===== config.mk =====
export PLATFORM = sky130hd
export DESIGN_NAME = ps2_kbd_rx
export DESIGN_NICKNAME = d
export VERILOG_FILES = /design/src/rtl/ps2_pkg.sv /design/src/rtl/ps2_event_fifo.sv /design/src/rtl/ps2_kbd_rx.sv
export SDC_FILE = /design/constraint.sdc
export NUM_CORES = 1
export LEC_CHECK = 0
export CAP_MARGIN = 30
export CORE_AREA = 2 2 119 121
export CTS_CLUSTER_SIZE = 14
export DETAILED_ROUTE_END_ITERATION = 7
export DIE_AREA = 0 0 121 123
export GPL_ROUTABILITY_DRIVEN = 0
export HOLD_SLACK_MARGIN = 0.03
export PLACE_DENSITY = 0.63
export RECOVER_POWER = 50
export SETUP_SLACK_MARGIN = 0.3
export SLEW_MARGIN = 20
export SYNTH_ARGS = -nofsm -noshare
export SYNTH_HDL_FRONTEND = slang
export SYNTH_SLANG_ARGS = --single-unit

===== constraint.sdc =====
create_clock -name clk -period 3.68 [get_ports clk]
set_input_delay 0.368 -clock clk [delete_from_list [all_inputs] [get_ports clk]]
set_output_delay 0.368 -clock clk [all_outputs]
set_load 0.02 [all_outputs]

===== src/rtl/ps2_pkg.sv =====
// -----------------------------------------------------------------------------
// ps2_pkg
// Shared types and constants for the PS/2 keyboard receiver.
//   PS2_PFX_EXT / PS2_PFX_BRK : scancode prefixes folded into event flags
//   PS2_FRAME_BITS            : start + 8 data + parity + stop
//   ps2_event_t               : one decoded key event {brk, ext, code}
//   ps2_pfx_state_t           : prefix-folding FSM state
//   ps2_frame_ok()            : start/stop/odd-parity check of a full frame
// -----------------------------------------------------------------------------
package ps2_pkg;

    localparam logic [7:0] PS2_PFX_EXT    = 8'hE0;
    localparam logic [7:0] PS2_PFX_BRK    = 8'hF0;
    localparam int         PS2_FRAME_BITS = 11;

    typedef struct packed {
        logic       brk;
        logic       ext;
        logic [7:0] code;
    } ps2_event_t;

    typedef enum logic [1:0] {
        IDLE,
        EXT,
        BRK,
        EXT_BRK
    } ps2_pfx_state_t;

    // Frame layout, LSB first: [0]=start, [8:1]=data, [9]=parity, [10]=stop.
    // Parity is odd over data+parity bits.
    function automatic logic ps2_frame_ok(input logic [PS2_FRAME_BITS-1:0] f);
        return ~f[0] & f[10] & (^f[9:1]);
    endfunction

endpackage : ps2_pkg


===== src/rtl/ps2_event_fifo.sv =====
// -----------------------------------------------------------------------------
// ps2_event_fifo
// Synchronous first-word-fall-through FIFO of ps2_event_t.
// Parameters:
//   DEPTH        entries, power of 2, >= 2
// Ports:
//   clk, rst     clock, asynchronous active-low reset
//   push_i       write request (event emitted this cycle)
//   push_data_i  event to write
//   ready_i      consumer ready; head is popped when valid_o & ready_i
//   valid_o      FIFO non-empty
//   head_o       head event; holds the last popped event while empty
//   count_o      entries currently stored
//   accept_o     push_i was written this cycle
//   drop_o       push_i was discarded because the FIFO was full with no pop
// -----------------------------------------------------------------------------
module ps2_event_fifo
    import ps2_pkg::*;
#(
    parameter int DEPTH = 8
) (
    input  logic                     clk,
    input  logic                     rst,
    input  logic                     push_i,
    input  ps2_event_t               push_data_i,
    input  logic                     ready_i,
    output logic                     valid_o,
    output ps2_event_t               head_o,
    output logic [$clog2(DEPTH):0]   count_o,
    output logic                     accept_o,
    output logic                     drop_o
);

    localparam int AW = $clog2(DEPTH);

    ps2_event_t          mem_q [DEPTH];
    ps2_event_t          last_q;
    logic [AW-1:0]       wr_ptr_q, rd_ptr_q;
    logic [AW:0]         count_q,  count_d;
    logic                full;
    logic                pop;

    assign full     = (count_q == (AW+1)'(DEPTH));
    assign valid_o  = (count_q != '0);
    assign pop      = valid_o & ready_i;
    // A full FIFO still takes a write when the head leaves in the same cycle.
    assign accept_o = push_i & (~full | pop);
    assign drop_o   = push_i & ~accept_o;

    always_comb begin
        count_d = count_q;
        case ({accept_o, pop})
            2'b10:   count_d = count_q + 1'b1;
            2'b01:   count_d = count_q - 1'b1;
            default: count_d = count_q;
        endcase
    end

    // NOTE: storage array is deliberately left out of reset; every entry is
    // written before it can be read, and the visible head comes from last_q
    // while empty, so outputs are still 0 after reset.
    always_ff @(posedge clk) begin
        if (accept_o) begin
            mem_q[wr_ptr_q] <= push_data_i;
        end
    end

    always_ff @(posedge clk or negedge rst) begin
        if (!rst) begin
            wr_ptr_q <= '0;
            rd_ptr_q <= '0;
            count_q  <= '0;
            last_q   <= '0;
        end else begin
            count_q <= count_d;
            if (accept_o) begin
                wr_ptr_q <= wr_ptr_q + 1'b1;
            end
            if (pop) begin
                rd_ptr_q <= rd_ptr_q + 1'b1;
                last_q   <= mem_q[rd_ptr_q];
            end
        end
    end

    assign head_o  = valid_o ? mem_q[rd_ptr_q] : last_q;
    assign count_o = count_q;

endmodule : ps2_event_fifo


===== src/rtl/ps2_kbd_rx.sv =====
// -----------------------------------------------------------------------------
// ps2_kbd_rx
// PS/2 keyboard receiver: synchronises the PS/2 pins, deserialises and checks
// 11-bit frames, folds E0/F0 prefixes into make/break events and queues them
// in an event FIFO with a valid/ready consumer interface.
// Optional feature macro: PS2_PRESS_CNT_EN (adds press_cnt, a typematic-
// filtered key press counter).
// Parameters:
//   FIFO_DEPTH   event FIFO entries (power of 2, >= 2)
//   SYNC_STAGES  synchroniser depth for ps2_clk/ps2_data (>= 2)
//   TIMEOUT_CYC  idle clk cycles before a partial frame is aborted
//   CNT_W        press counter width (used only with PS2_PRESS_CNT_EN)
// Ports:
//   clk, rst             system clock, asynchronous active-low reset
//   ps2_clk, ps2_data    raw PS/2 pins
//   ev_valid/ev_ready    FIFO head handshake
//   ev_code/ev_break/ev_ext  head event fields
//   fifo_count           entries stored
//   frame_err, overflow  sticky error flags, cleared by clr_err
//   press_cnt            distinct key presses (PS2_PRESS_CNT_EN only)
// -----------------------------------------------------------------------------
module ps2_kbd_rx
    import ps2_pkg::*;
#(
    parameter int FIFO_DEPTH  = 8,
    parameter int SYNC_STAGES = 3,
    parameter int TIMEOUT_CYC = 50000,
    parameter int CNT_W       = 16
) (
    input  logic                          clk,
    input  logic                          rst,
    input  logic                          ps2_clk,
    input  logic                          ps2_data,
    output logic                          ev_valid,
    input  logic                          ev_ready,
    output logic [7:0]                    ev_code,
    output logic                          ev_break,
    output logic                          ev_ext,
    output logic [$clog2(FIFO_DEPTH):0]   fifo_count,
    output logic                          frame_err,
    output logic                          overflow,
    input  logic                          clr_err
`ifdef PS2_PRESS_CNT_EN
    ,
    output logic [CNT_W-1:0]              press_cnt
`endif
);

    localparam int          TMO_W    = $clog2(TIMEOUT_CYC + 1);
    localparam logic [3:0]  LAST_BIT = 4'(PS2_FRAME_BITS - 1);

    if (FIFO_DEPTH < 2 || (FIFO_DEPTH & (FIFO_DEPTH - 1)) != 0 ||
        SYNC_STAGES < 2 || TIMEOUT_CYC < 1 || CNT_W < 1) begin : g_bad_param
        $error("ps2_kbd_rx: illegal parameter value");
    end

    // ---------------------------------------------------------------- sync --
    logic [SYNC_STAGES-1:0] clk_sync_q, data_sync_q;
    logic                   clk_prev_q;
    logic                   sample;
    logic                   data_bit;

    // NOTE: all state updates in clocked blocks use non-blocking assignments
    // so every flop sees pre-edge values, which is what makes the shift
    // chains below behave as chains.
    always_ff @(posedge clk or negedge rst) begin
        if (!rst) begin
            clk_sync_q  <= '0;
            data_sync_q <= '0;
            clk_prev_q  <= 1'b0;
        end else begin
            clk_sync_q  <= {clk_sync_q[SYNC_STAGES-2:0], ps2_clk};
            data_sync_q <= {data_sync_q[SYNC_STAGES-2:0], ps2_data};
            clk_prev_q  <= clk_sync_q[SYNC_STAGES-1];
        end
    end

    // Falling edge of the synchronised PS/2 clock. prev resets to 0, so an
    // idle-high line after reset produces no spurious pulse.
    assign sample   = clk_prev_q & ~clk_sync_q[SYNC_STAGES-1];
    assign data_bit = data_sync_q[SYNC_STAGES-1];

    // ------------------------------------------------- deserialiser/timeout --
    logic [3:0]                  bit_cnt_q, bit_cnt_d;
    logic [PS2_FRAME_BITS-2:0]   frame_q,   frame_d;   // stop bit not stored
    logic [TMO_W-1:0]            tmo_q,     tmo_d;
    logic                        byte_vld;
    logic                        frame_bad;
    logic                        timeout;
    logic [7:0]                  rx_byte;

    // NOTE: every always_comb output gets a default first so no path leaves
    // it unassigned and no latch is inferred.
    always_comb begin
        bit_cnt_d = bit_cnt_q;
        frame_d   = frame_q;
        tmo_d     = '0;
        byte_vld  = 1'b0;
        frame_bad = 1'b0;
        timeout   = 1'b0;

        if (sample) begin
            if (bit_cnt_q == LAST_BIT) begin
                bit_cnt_d = '0;
                if (ps2_frame_ok({data_bit, frame_q})) begin
                    byte_vld = 1'b1;
                end else begin
                    frame_bad = 1'b1;
                end
            end else begin
                frame_d[bit_cnt_q] = data_bit;
                bit_cnt_d          = bit_cnt_q + 1'b1;
            end
        end else if (bit_cnt_q != '0) begin
            // Partial frame waiting for its next edge.
            if (tmo_q == TMO_W'(TIMEOUT_CYC - 1)) begin
                timeout   = 1'b1;
                bit_cnt_d = '0;
            end else begin
                tmo_d = tmo_q + 1'b1;
            end
        end
    end

    assign rx_byte = frame_q[8:1];

    // ---------------------------------------------------------- prefix FSM --
    ps2_pfx_state_t pfx_q, pfx_d;
    logic           emit;
    ps2_event_t     emit_ev;

    always_comb begin
        pfx_d        = pfx_q;
        emit         = 1'b0;
        emit_ev.brk  = 1'b0;
        emit_ev.ext  = 1'b0;
        emit_ev.code = rx_byte;

        if (frame_bad || timeout) begin
            pfx_d = IDLE;
        end else if (byte_vld) begin
            case (pfx_q)
                IDLE: begin
                    if (rx_byte == PS2_PFX_EXT) begin
                        pfx_d = EXT;
                    end else if (rx_byte == PS2_PFX_BRK) begin
                        pfx_d = BRK;
                    end else begin
                        emit = 1'b1;
                    end
                end
                EXT: begin
                    if (rx_byte == PS2_PFX_BRK) begin
                        pfx_d = EXT_BRK;
                    end else if (rx_byte != PS2_PFX_EXT) begin
                        emit        = 1'b1;
                        emit_ev.ext = 1'b1;
                        pfx_d       = IDLE;
                    end
                end
                BRK: begin
                    if (rx_byte != PS2_PFX_BRK && rx_byte != PS2_PFX_EXT) begin
                        emit        = 1'b1;
                        emit_ev.brk = 1'b1;
                        pfx_d       = IDLE;
                    end
                end
                EXT_BRK: begin
                    // Repeated prefixes here carry no new information.
                    if (rx_byte != PS2_PFX_BRK && rx_byte != PS2_PFX_EXT) begin
                        emit        = 1'b1;
                        emit_ev.brk = 1'b1;
                        emit_ev.ext = 1'b1;
                        pfx_d       = IDLE;
                    end
                end
                default: pfx_d = IDLE;
            endcase
        end
    end

    // ---------------------------------------------------------------- FIFO --
    ps2_event_t head;
    logic       fifo_accept;
    logic       fifo_drop;

    ps2_event_fifo #(
        .DEPTH (FIFO_DEPTH)
    ) u_fifo (
        .clk         (clk),
        .rst         (rst),
        .push_i      (emit),
        .push_data_i (emit_ev),
        .ready_i     (ev_ready),
        .valid_o     (ev_valid),
        .head_o      (head),
        .count_o     (fifo_count),
        .accept_o    (fifo_accept),
        .drop_o      (fifo_drop)
    );

    assign ev_code  = head.code;
    assign ev_break = head.brk;
    assign ev_ext   = head.ext;

    // --------------------------------------------------------- error flags --
    logic frame_err_q, frame_err_d;
    logic overflow_q,  overflow_d;

    // A new error in the same cycle as clr_err keeps the flag set.
    always_comb begin
        frame_err_d = frame_err_q;
        overflow_d  = overflow_q;
        if (clr_err) begin
            frame_err_d = 1'b0;
            overflow_d  = 1'b0;
        end
        if (frame_bad || timeout) frame_err_d = 1'b1;
        if (fifo_drop)            overflow_d  = 1'b1;
    end

    always_ff @(posedge clk or negedge rst) begin
        if (!rst) begin
            bit_cnt_q   <= '0;
            frame_q     <= '0;
            tmo_q       <= '0;
            pfx_q       <= IDLE;
            frame_err_q <= 1'b0;
            overflow_q  <= 1'b0;
        end else begin
            bit_cnt_q   <= bit_cnt_d;
            frame_q     <= frame_d;
            tmo_q       <= tmo_d;
            pfx_q       <= pfx_d;
            frame_err_q <= frame_err_d;
            overflow_q  <= overflow_d;
        end
    end

    assign frame_err = frame_err_q;
    assign overflow  = overflow_q;

`ifdef PS2_PRESS_CNT_EN
    // ------------------------------------------------------- press counter --
    // Counts makes that actually enter the FIFO. A make equal to the last
    // counted key is a typematic repeat until that key's break is seen.
    logic [CNT_W-1:0] press_cnt_q, press_cnt_d;
    logic             lock_vld_q,  lock_vld_d;
    logic [8:0]       lock_key_q,  lock_key_d;
    logic [8:0]       ev_key;

    assign ev_key = {emit_ev.ext, emit_ev.code};

    always_comb begin
        press_cnt_d = press_cnt_q;
        lock_vld_d  = lock_vld_q;
        lock_key_d  = lock_key_q;
        if (fifo_accept) begin
            if (!emit_ev.brk) begin
                if (!(lock_vld_q && lock_key_q == ev_key)) begin
                    press_cnt_d = press_cnt_q + CNT_W'(1);
                    lock_vld_d  = 1'b1;
                    lock_key_d  = ev_key;
                end
            end else if (lock_vld_q && lock_key_q == ev_key) begin
                lock_vld_d = 1'b0;
            end
        end
    end

    always_ff @(posedge clk or negedge rst) begin
        if (!rst) begin
            press_cnt_q <= '0;
            lock_vld_q  <= 1'b0;
            lock_key_q  <= '0;
        end else begin
            press_cnt_q <= press_cnt_d;
            lock_vld_q  <= lock_vld_d;
            lock_key_q  <= lock_key_d;
        end
    end

    assign press_cnt = press_cnt_q;
`endif

endmodule : ps2_kbd_rx


==> flow_metrics.tcl, run 1 <==
set metrics [dict create \
    start_util_pct 44.2 \
    rsz0062_at_grt "false" \
    synth.distinct_cells 49 \
    dp_hpwl_mm 7.19 \
    final_nets 474 \
    finalHoldViolations 0 \
    clk_latency_ns 0.41 \
    postLayoutCellArea_sq_mm 0.00708 \
    avgSynthCellArea_sq_um 14.4 \
    synthesis.nets 435 \
    violations "max-capacitance violations, max-slew violations" \
    ys_seq_area_share_pct 65.3 \
    fin_skew_ns 0.00845 \
    reg2regPathDepth 10 \
    first_pass_iters 4 \
    drive_above_1_share_pct 16.6 \
    min_period_ns 3.25 \
    die_w_um 121 \
    slew_headroom_pct -36.5 \
    rows 43 \
    first_global_vias 3487 \
    post_cts_resized 0 \
    synth-seq-cells 141 \
    crit_path_end_kind "register" \
    grt_max_degree 35 \
    drt_iter0_markers 310 \
    crit_fanout 24 \
    grt.total_usage_pct 16.4 \
    setup_viol 0 \
    async_reset_ff_share_pct 43.3 \
    cts_buffer_depth 2 \
    h-tree-depth 4 \
    wl_mm 10.9 \
    hold_depth 0 \
    maxSlewViolCount 35 \
    fp.dieArea_sq_mm 0.0149 \
    min-delay-start "clk_sync_q[1]$_DFF_PN0_" \
    netlist_instances 418 \
    p_leak_nw 2.73 \
    maxCapViolCount 1 \
    insertedDiodeCount 0 \
    tritoncts "yes" \
    status "finished, violations left" \
    crit_type "register to register" \
    post_cts_buffers 0 \
    arrival_ns 3.58 \
    fp.dieH_um 123 \
    io_pins 23 \
    viasPerCell 5.28 \
    synth_edf_count 80 \
    finalSetupTns_ns 0 \
    hold_path_class "register to register" \
    required_ns 4.01 \
    antenna_found_initial 0 \
    final_util_pct 52.0 \
    yosysWarnings 0 \
    postPlaceCellArea_sq_mm 0.00649 \
    syn2layout_area_growth_pct 17.7 \
    dr_total_vias 3432 \
    fin_crit_sh_pct 88.4 \
    clkTransAtPathRegs_ns 0.06 \
    drc 0 \
    worst_slack_ns 0.428 \
    pwr_density_cell_mw_per_mm2 780 \
    grt.overflow.total 0 \
    r2r-start "u_fifo.count_o[1]$_DFFE_PN0P_" \
    io_buffer_count 22 \
    synth_area_sq_mm 0.00601 \
    ys.flop_type "edfxtp_1" \
    crit_path_start_kind "register" \
    tightest_slew_ns 2.05 \
    fmax_mhz 307 \
    cts-root-buf "clkbuf_16" \
    grt_pass1_wl_mm 18.3 \
    post-place-ws_ns 0.604 \
    irDropWorstVdd_uv 500 \
    cp-startpoint "u_fifo.count_o[1]$_DFFE_PN0P_" \
    core_area_sq_mm 0.0136 \
    numClockSinks 141 \
    postCtsHoldBufs 0 \
    numCtsBuffers 17 \
    drtAntennaViolNets 0 \
    wire_per_inst_um 16.8 \
    total_power_mw 5.52 \
]
==> power by group <==
group / internal (mW) / switching (mW) / total, mW
Sequential: 1.93 / 0.233 / 2.16
Combinational: 0.789 / 0.867 / 1.66
Clock: 1.06 / 0.639 / 1.70
==> layout make-up <==
cell class | count | area [sq um]
multi-input cells | 249 | 1980
fillers | 1156 | 6530
inverters | 13 | 48.8
clock buffers | 17 | 425
repair buffers | 35 | 304
clock inverters | 15 | 170
flip-flops and latches | 141 | 3930
well taps | 180 | 225
==> per-layer routing <==
| layer | global-route usage [%] | share of wire, % | up-vias |
|---|---|---|---|
| li1 | - | - | 1637 |
| met1 | 22.3 | 47 | 1732 |
| met2 | 26.2 | 49 | 56 |
| met3 | 4.38 | 3.9 | 7 |
| met4 | 4.80 | 0.78 | 0 |
| met5 | 0 | 0 | - |
==> cells by family after synthesis <==
logic type	share of synthesized area (%)
xor gates and xnor gates	3.43
buffers and inverters	1.83
and+or+nand+nor	10.2
DFF	65.3
muxes	11.5
AOI/OAI and AO/OA	5.24
adders and majority gates	2.41
==> state kept, by name (all words and copies together), names as in the netlist, 4 cells and up <==
register,flops
frame_q,10
u_fifo.last_q,10
tmo_q,16
u_fifo.mem_q,80
bit_cnt_q,4
u_fifo.count_o,4
==> cells in the mapped netlist (all sizes together), types with 8 or more instances <==
cell type | n | area (sq um)
mux2i | 12 | 120
dfrtp | 61 | 1530
nand3 | 9 | 45.0
mux2 | 11 | 124
nor3 | 8 | 45.0
mux4 | 20 | 450
xnor2 | 12 | 105
nor2 | 34 | 128
o21ai | 18 | 90.1
xor2 | 9 | 78.8
a21oi | 20 | 100
inv | 13 | 48.8
ha | 10 | 125
edfxtp | 80 | 2400
nand2 | 33 | 134
clkbuf | 11 | 41.3
==> layout by cell type (no fill, tap or decap), drive strengths merged, types with 2 or more instances in the layout <==
master / instances
a21o: 5
a21oi: 20
a31o: 2
and3: 5
buf: 11
bufinv: 3
clkbuf: 20
clkdlybuf4s50: 17
clkinv: 8
clkinvlp: 2
dfrtp: 61
dlygate4sd3: 4
edfxtp: 80
ha: 10
inv: 15
mux2: 11
mux2i: 12
mux4: 20
nand2: 33
nand2b: 5
nand3: 9
nand4: 4
nand4b: 2
nor2: 34
nor2b: 5
nor3: 8
nor4: 2
nor4bb: 2
o21ai: 18
or3: 3
xnor2: 12
xor2: 9
==> through the flow <==
stage	cells	hold slack (ns)
global placement	618	0.334
detailed placement	618	0.340
finish	650	0.353
global route	650	0.356
floorplan	418	0.0724
CTS	650	0.0789
==> critical path, stage by stage, from the launching register on <==
cell,delay (ns)
dfrtp_1,0.42
or4_1,0.52
clkbuf_1,0.45
nand2_4,0.43
a21o_1,0.22
inv_1,0.09
ha_1,0.27
a21o_1,0.18
a21oi_1,0.19
mux2i_1,0.25
xor2_1,0.16
==> final timing paths <==
path,end,slack (ns)
max,u_fifo.count_o[3]$_DFFE_PN0P_,0.43
min,clk_sync_q[2]$_DFF_PN0_,0.35
max reg2reg,u_fifo.count_o[3]$_DFFE_PN0P_,0.43
min reg2reg,clk_sync_q[2]$_DFF_PN0_,0.35
max in group asynchronous,u_fifo.count_o[3]$_DFFE_PN0P_,0.99
min in group asynchronous,u_fifo.last_q[1]$_DFFE_PN0P_,0.54
(Power assumes the default switching activity.)
==> inputs of run 2 (changes only) <==
--- a/config.mk
+++ b/config.mk
@@ -5,14 +5,14 @@
 export SDC_FILE = /design/constraint.sdc
 export NUM_CORES = 1
 export LEC_CHECK = 0
-export CAP_MARGIN = 30
-export CORE_AREA = 2 2 119 121
+export CAP_MARGIN = 0
+export CORE_AREA = 2 2 129 131
 export CTS_CLUSTER_SIZE = 14
 export DETAILED_ROUTE_END_ITERATION = 7
-export DIE_AREA = 0 0 121 123
+export DIE_AREA = 0 0 131 133
 export GPL_ROUTABILITY_DRIVEN = 0
 export HOLD_SLACK_MARGIN = 0.03
-export PLACE_DENSITY = 0.63
+export PLACE_DENSITY = 0.56
 export RECOVER_POWER = 50
 export SETUP_SLACK_MARGIN = 0.3
 export SLEW_MARGIN = 20
==> constraint.sdc (replaced) <==
create_clock -name clk -period 3.3 [get_ports clk]
set_input_delay 0.33 -clock clk [delete_from_list [all_inputs] [get_ports clk]]
set_output_delay 0.33 -clock clk [all_outputs]
set_load 0.02 [all_outputs]
==> run 2 against run 1 <==
Effect of this change: the run still ends with max-capacitance violations, max-slew violations left; routed wire length increased by 2.9%; setup slack got worse by 0.032 ns; critical path type unchanged; design area increased by 1.9%; count of clock-buffer cells in the layout increased by 1; combinational power increased by 22%.
==> flow_metrics.tcl, run 2 (same netlist as run 1, synthesis figures left out) <==
set metrics [dict create \
    fp.dieArea_sq_mm 0.0174 \
    antenna_found_initial 0 \
    finalHoldViolations 0 \
    numCtsBuffers 17 \
    total_power_mw 6.28 \
    layout_common_cells "edfxtp_1 (80), dfrtp_1 (59), nor2_1 (34), nand2_1 (31)" \
    first_pass_iters 4 \
    setup_viol 0 \
    dp_hpwl_mm 7.27 \
    syn2layout_area_growth_pct 19.9 \
    rsz0062_at_grt "true" \
    viasPerCell 4.93 \
    dr_total_vias 3442 \
    drc 0 \
    numClockSinks 141 \
    io_buffer_count 22 \
    crit_fanout 11 \
    fmax_mhz 344 \
    irDropWorstVdd_uv 386 \
    final_common_cell "edfxtp_1" \
    final_nets 482 \
    r2r-start "frame_q[5]$_DFFE_PN0P_" \
    start_util_pct 37.2 \
    finalSetupTns_ns 0 \
    pwr_density_cell_mw_per_mm2 871 \
    p_leak_nw 2.75 \
    required_ns 3.63 \
    registers.top_by_ff_count "u_fifo.mem_q" \
    io_pins 23 \
    postLayoutCellArea_sq_mm 0.00721 \
    violations "max-capacitance violations, max-slew violations" \
    hold_depth 0 \
    fin_crit_sh_pct 88.0 \
    rows 47 \
    status "finished, violations left" \
    layout.cells.non_filler 698 \
    min-delay-start "data_sync_q[0]$_DFF_PN0_" \
    clkTransAtPathRegs_ns 0.06 \
    clk_latency_ns 0.41 \
    min_period_ns 2.90 \
    postPlaceCellArea_sq_mm 0.00656 \
    grt.overflow.total 0 \
    final_util_pct 44.6 \
    cts_buffer_depth 2 \
    arrival_ns 3.24 \
    reg2regPathDepth 11 \
    hold_path_class "register to register" \
    crit_path_end_kind "register" \
    crit_type "register to register" \
    drtAntennaViolNets 0 \
    tritoncts "yes" \
    drive_above_1_share_pct 17.4 \
    wire_per_inst_um 16.1 \
    maxCapViolCount 1 \
    die_w_um 131 \
    dp_cells 661 \
    wl_mm 11.3 \
    cts-root-buf "clkbuf_16" \
    largest_reg_flops 80 \
    fin_skew_ns 0.00779 \
    tightest_slew_ns 1.61 \
    drt_iter0_markers 184 \
    grt.total_usage_pct 14.3 \
    rrSetupSlack_ns 0.40 \
    slew_headroom_pct -7.18 \
    grt_max_degree 27 \
    first_global_vias 3385 \
    insertedDiodeCount 0 \
    core_area_sq_mm 0.0162 \
    grt_pass1_wl_mm 18.2 \
    worstHoldEndpoint "data_sync_q[1]$_DFF_PN0_" \
    fp.dieH_um 133 \
    maxSlewViolCount 27 \
    rr_endpoint "u_fifo.count_o[3]$_DFFE_PN0P_" \
    crit_path_start_kind "register" \
    h-tree-depth 4 \
    reg.largest.list "u_fifo.mem_q: 80 flops, tmo_q: 16 flops" \
]
-- run 2: worst max-delay path by stage --
stage          cells past startpoint                    from                             to  slack [ns]
2_1_floorplan                      7  frame_q[1]$_DFFE_PN0P_   u_fifo.mem_q[0][0]$_DFFE_PP_        0.34
3_3_place_gp                      11  frame_q[1]$_DFFE_PN0P_  u_fifo.count_o[3]$_DFFE_PN0P_        0.34
3_5_place_dp                      11  frame_q[1]$_DFFE_PN0P_  u_fifo.count_o[3]$_DFFE_PN0P_        0.20
4_1_cts                           11  frame_q[1]$_DFFE_PN0P_  u_fifo.count_o[3]$_DFFE_PN0P_        0.29
5_1_grt                            3                     rst             tmo_q[4]$_DFF_PN0_        0.19
6_report                          11  frame_q[5]$_DFFE_PN0P_  u_fifo.count_o[3]$_DFFE_PN0P_        0.40
-- run 2: critical path, stage by stage (launching register included) --
cell,delay (ns)
dfrtp_1,0.52
inv_1,0.08
ha_1,0.37
xor2_4,0.27
xor2_4,0.20
a21o_1,0.18
inv_1,0.07
ha_1,0.27
a21o_1,0.19
a21oi_1,0.18
mux2i_1,0.30
xor2_1,0.18
-- run 2: layout make-up --
class                      instances  area [sq um]
sequential                       141          3930
inverter                          13          48.8
multi-input combinational        249          2010
clock buffer                      18           429
timing repair buffer              43           359
tap                              220           275
clock inverter                    14           151
fill                            1439          8960
-- run 2: where the power goes --
| part | switching [mW] | internal (mW) | leakage (nW) | total (mW) |
|---|---|---|---|---|
| clock | 0.692 | 1.17 | 0.277 | 1.86 |
| combinational | 1.04 | 0.975 | 0.954 | 2.02 |
| sequential | 0.246 | 2.15 | 1.52 | 2.40 |
| total | 1.98 | 4.30 | 2.75 | 6.28 |
-- run 2: repair_timing --
| action | in CTS | in global routing |
|---|---|---|
| hold endpoints to repair | 24 | 0 |
| pin swaps | 0 | 1 |
| gates resized for setup | 4 | 8 |
| setup endpoints to repair | 5 | 53 |
| buffers inserted | 0 | 4 |
| hold buffers | 1 | 0 |
-- run 2: metal layers --
| layer | GRT usage (%) | wire, um | vias to the layer above |
|---|---|---|---|
| li1 | - | - | 1646 |
| met1 | 18.2 | 5140 | 1732 |
| met2 | 22.3 | 5580 | 57 |
| met3 | 4.57 | 447 | 7 |
| met4 | 6.03 | 92 | 0 |
| met5 | 0 | 0 | - |
-- run 2: per-stage QoR --
stage,setup WS [ns],hold slack [ns]
CTS,0.287,0.334
global route,0.185,0.353
global placement,0.336,0.333
floorplan,0.340,0.0344
finish,0.396,0.346
detailed placement,0.201,0.335
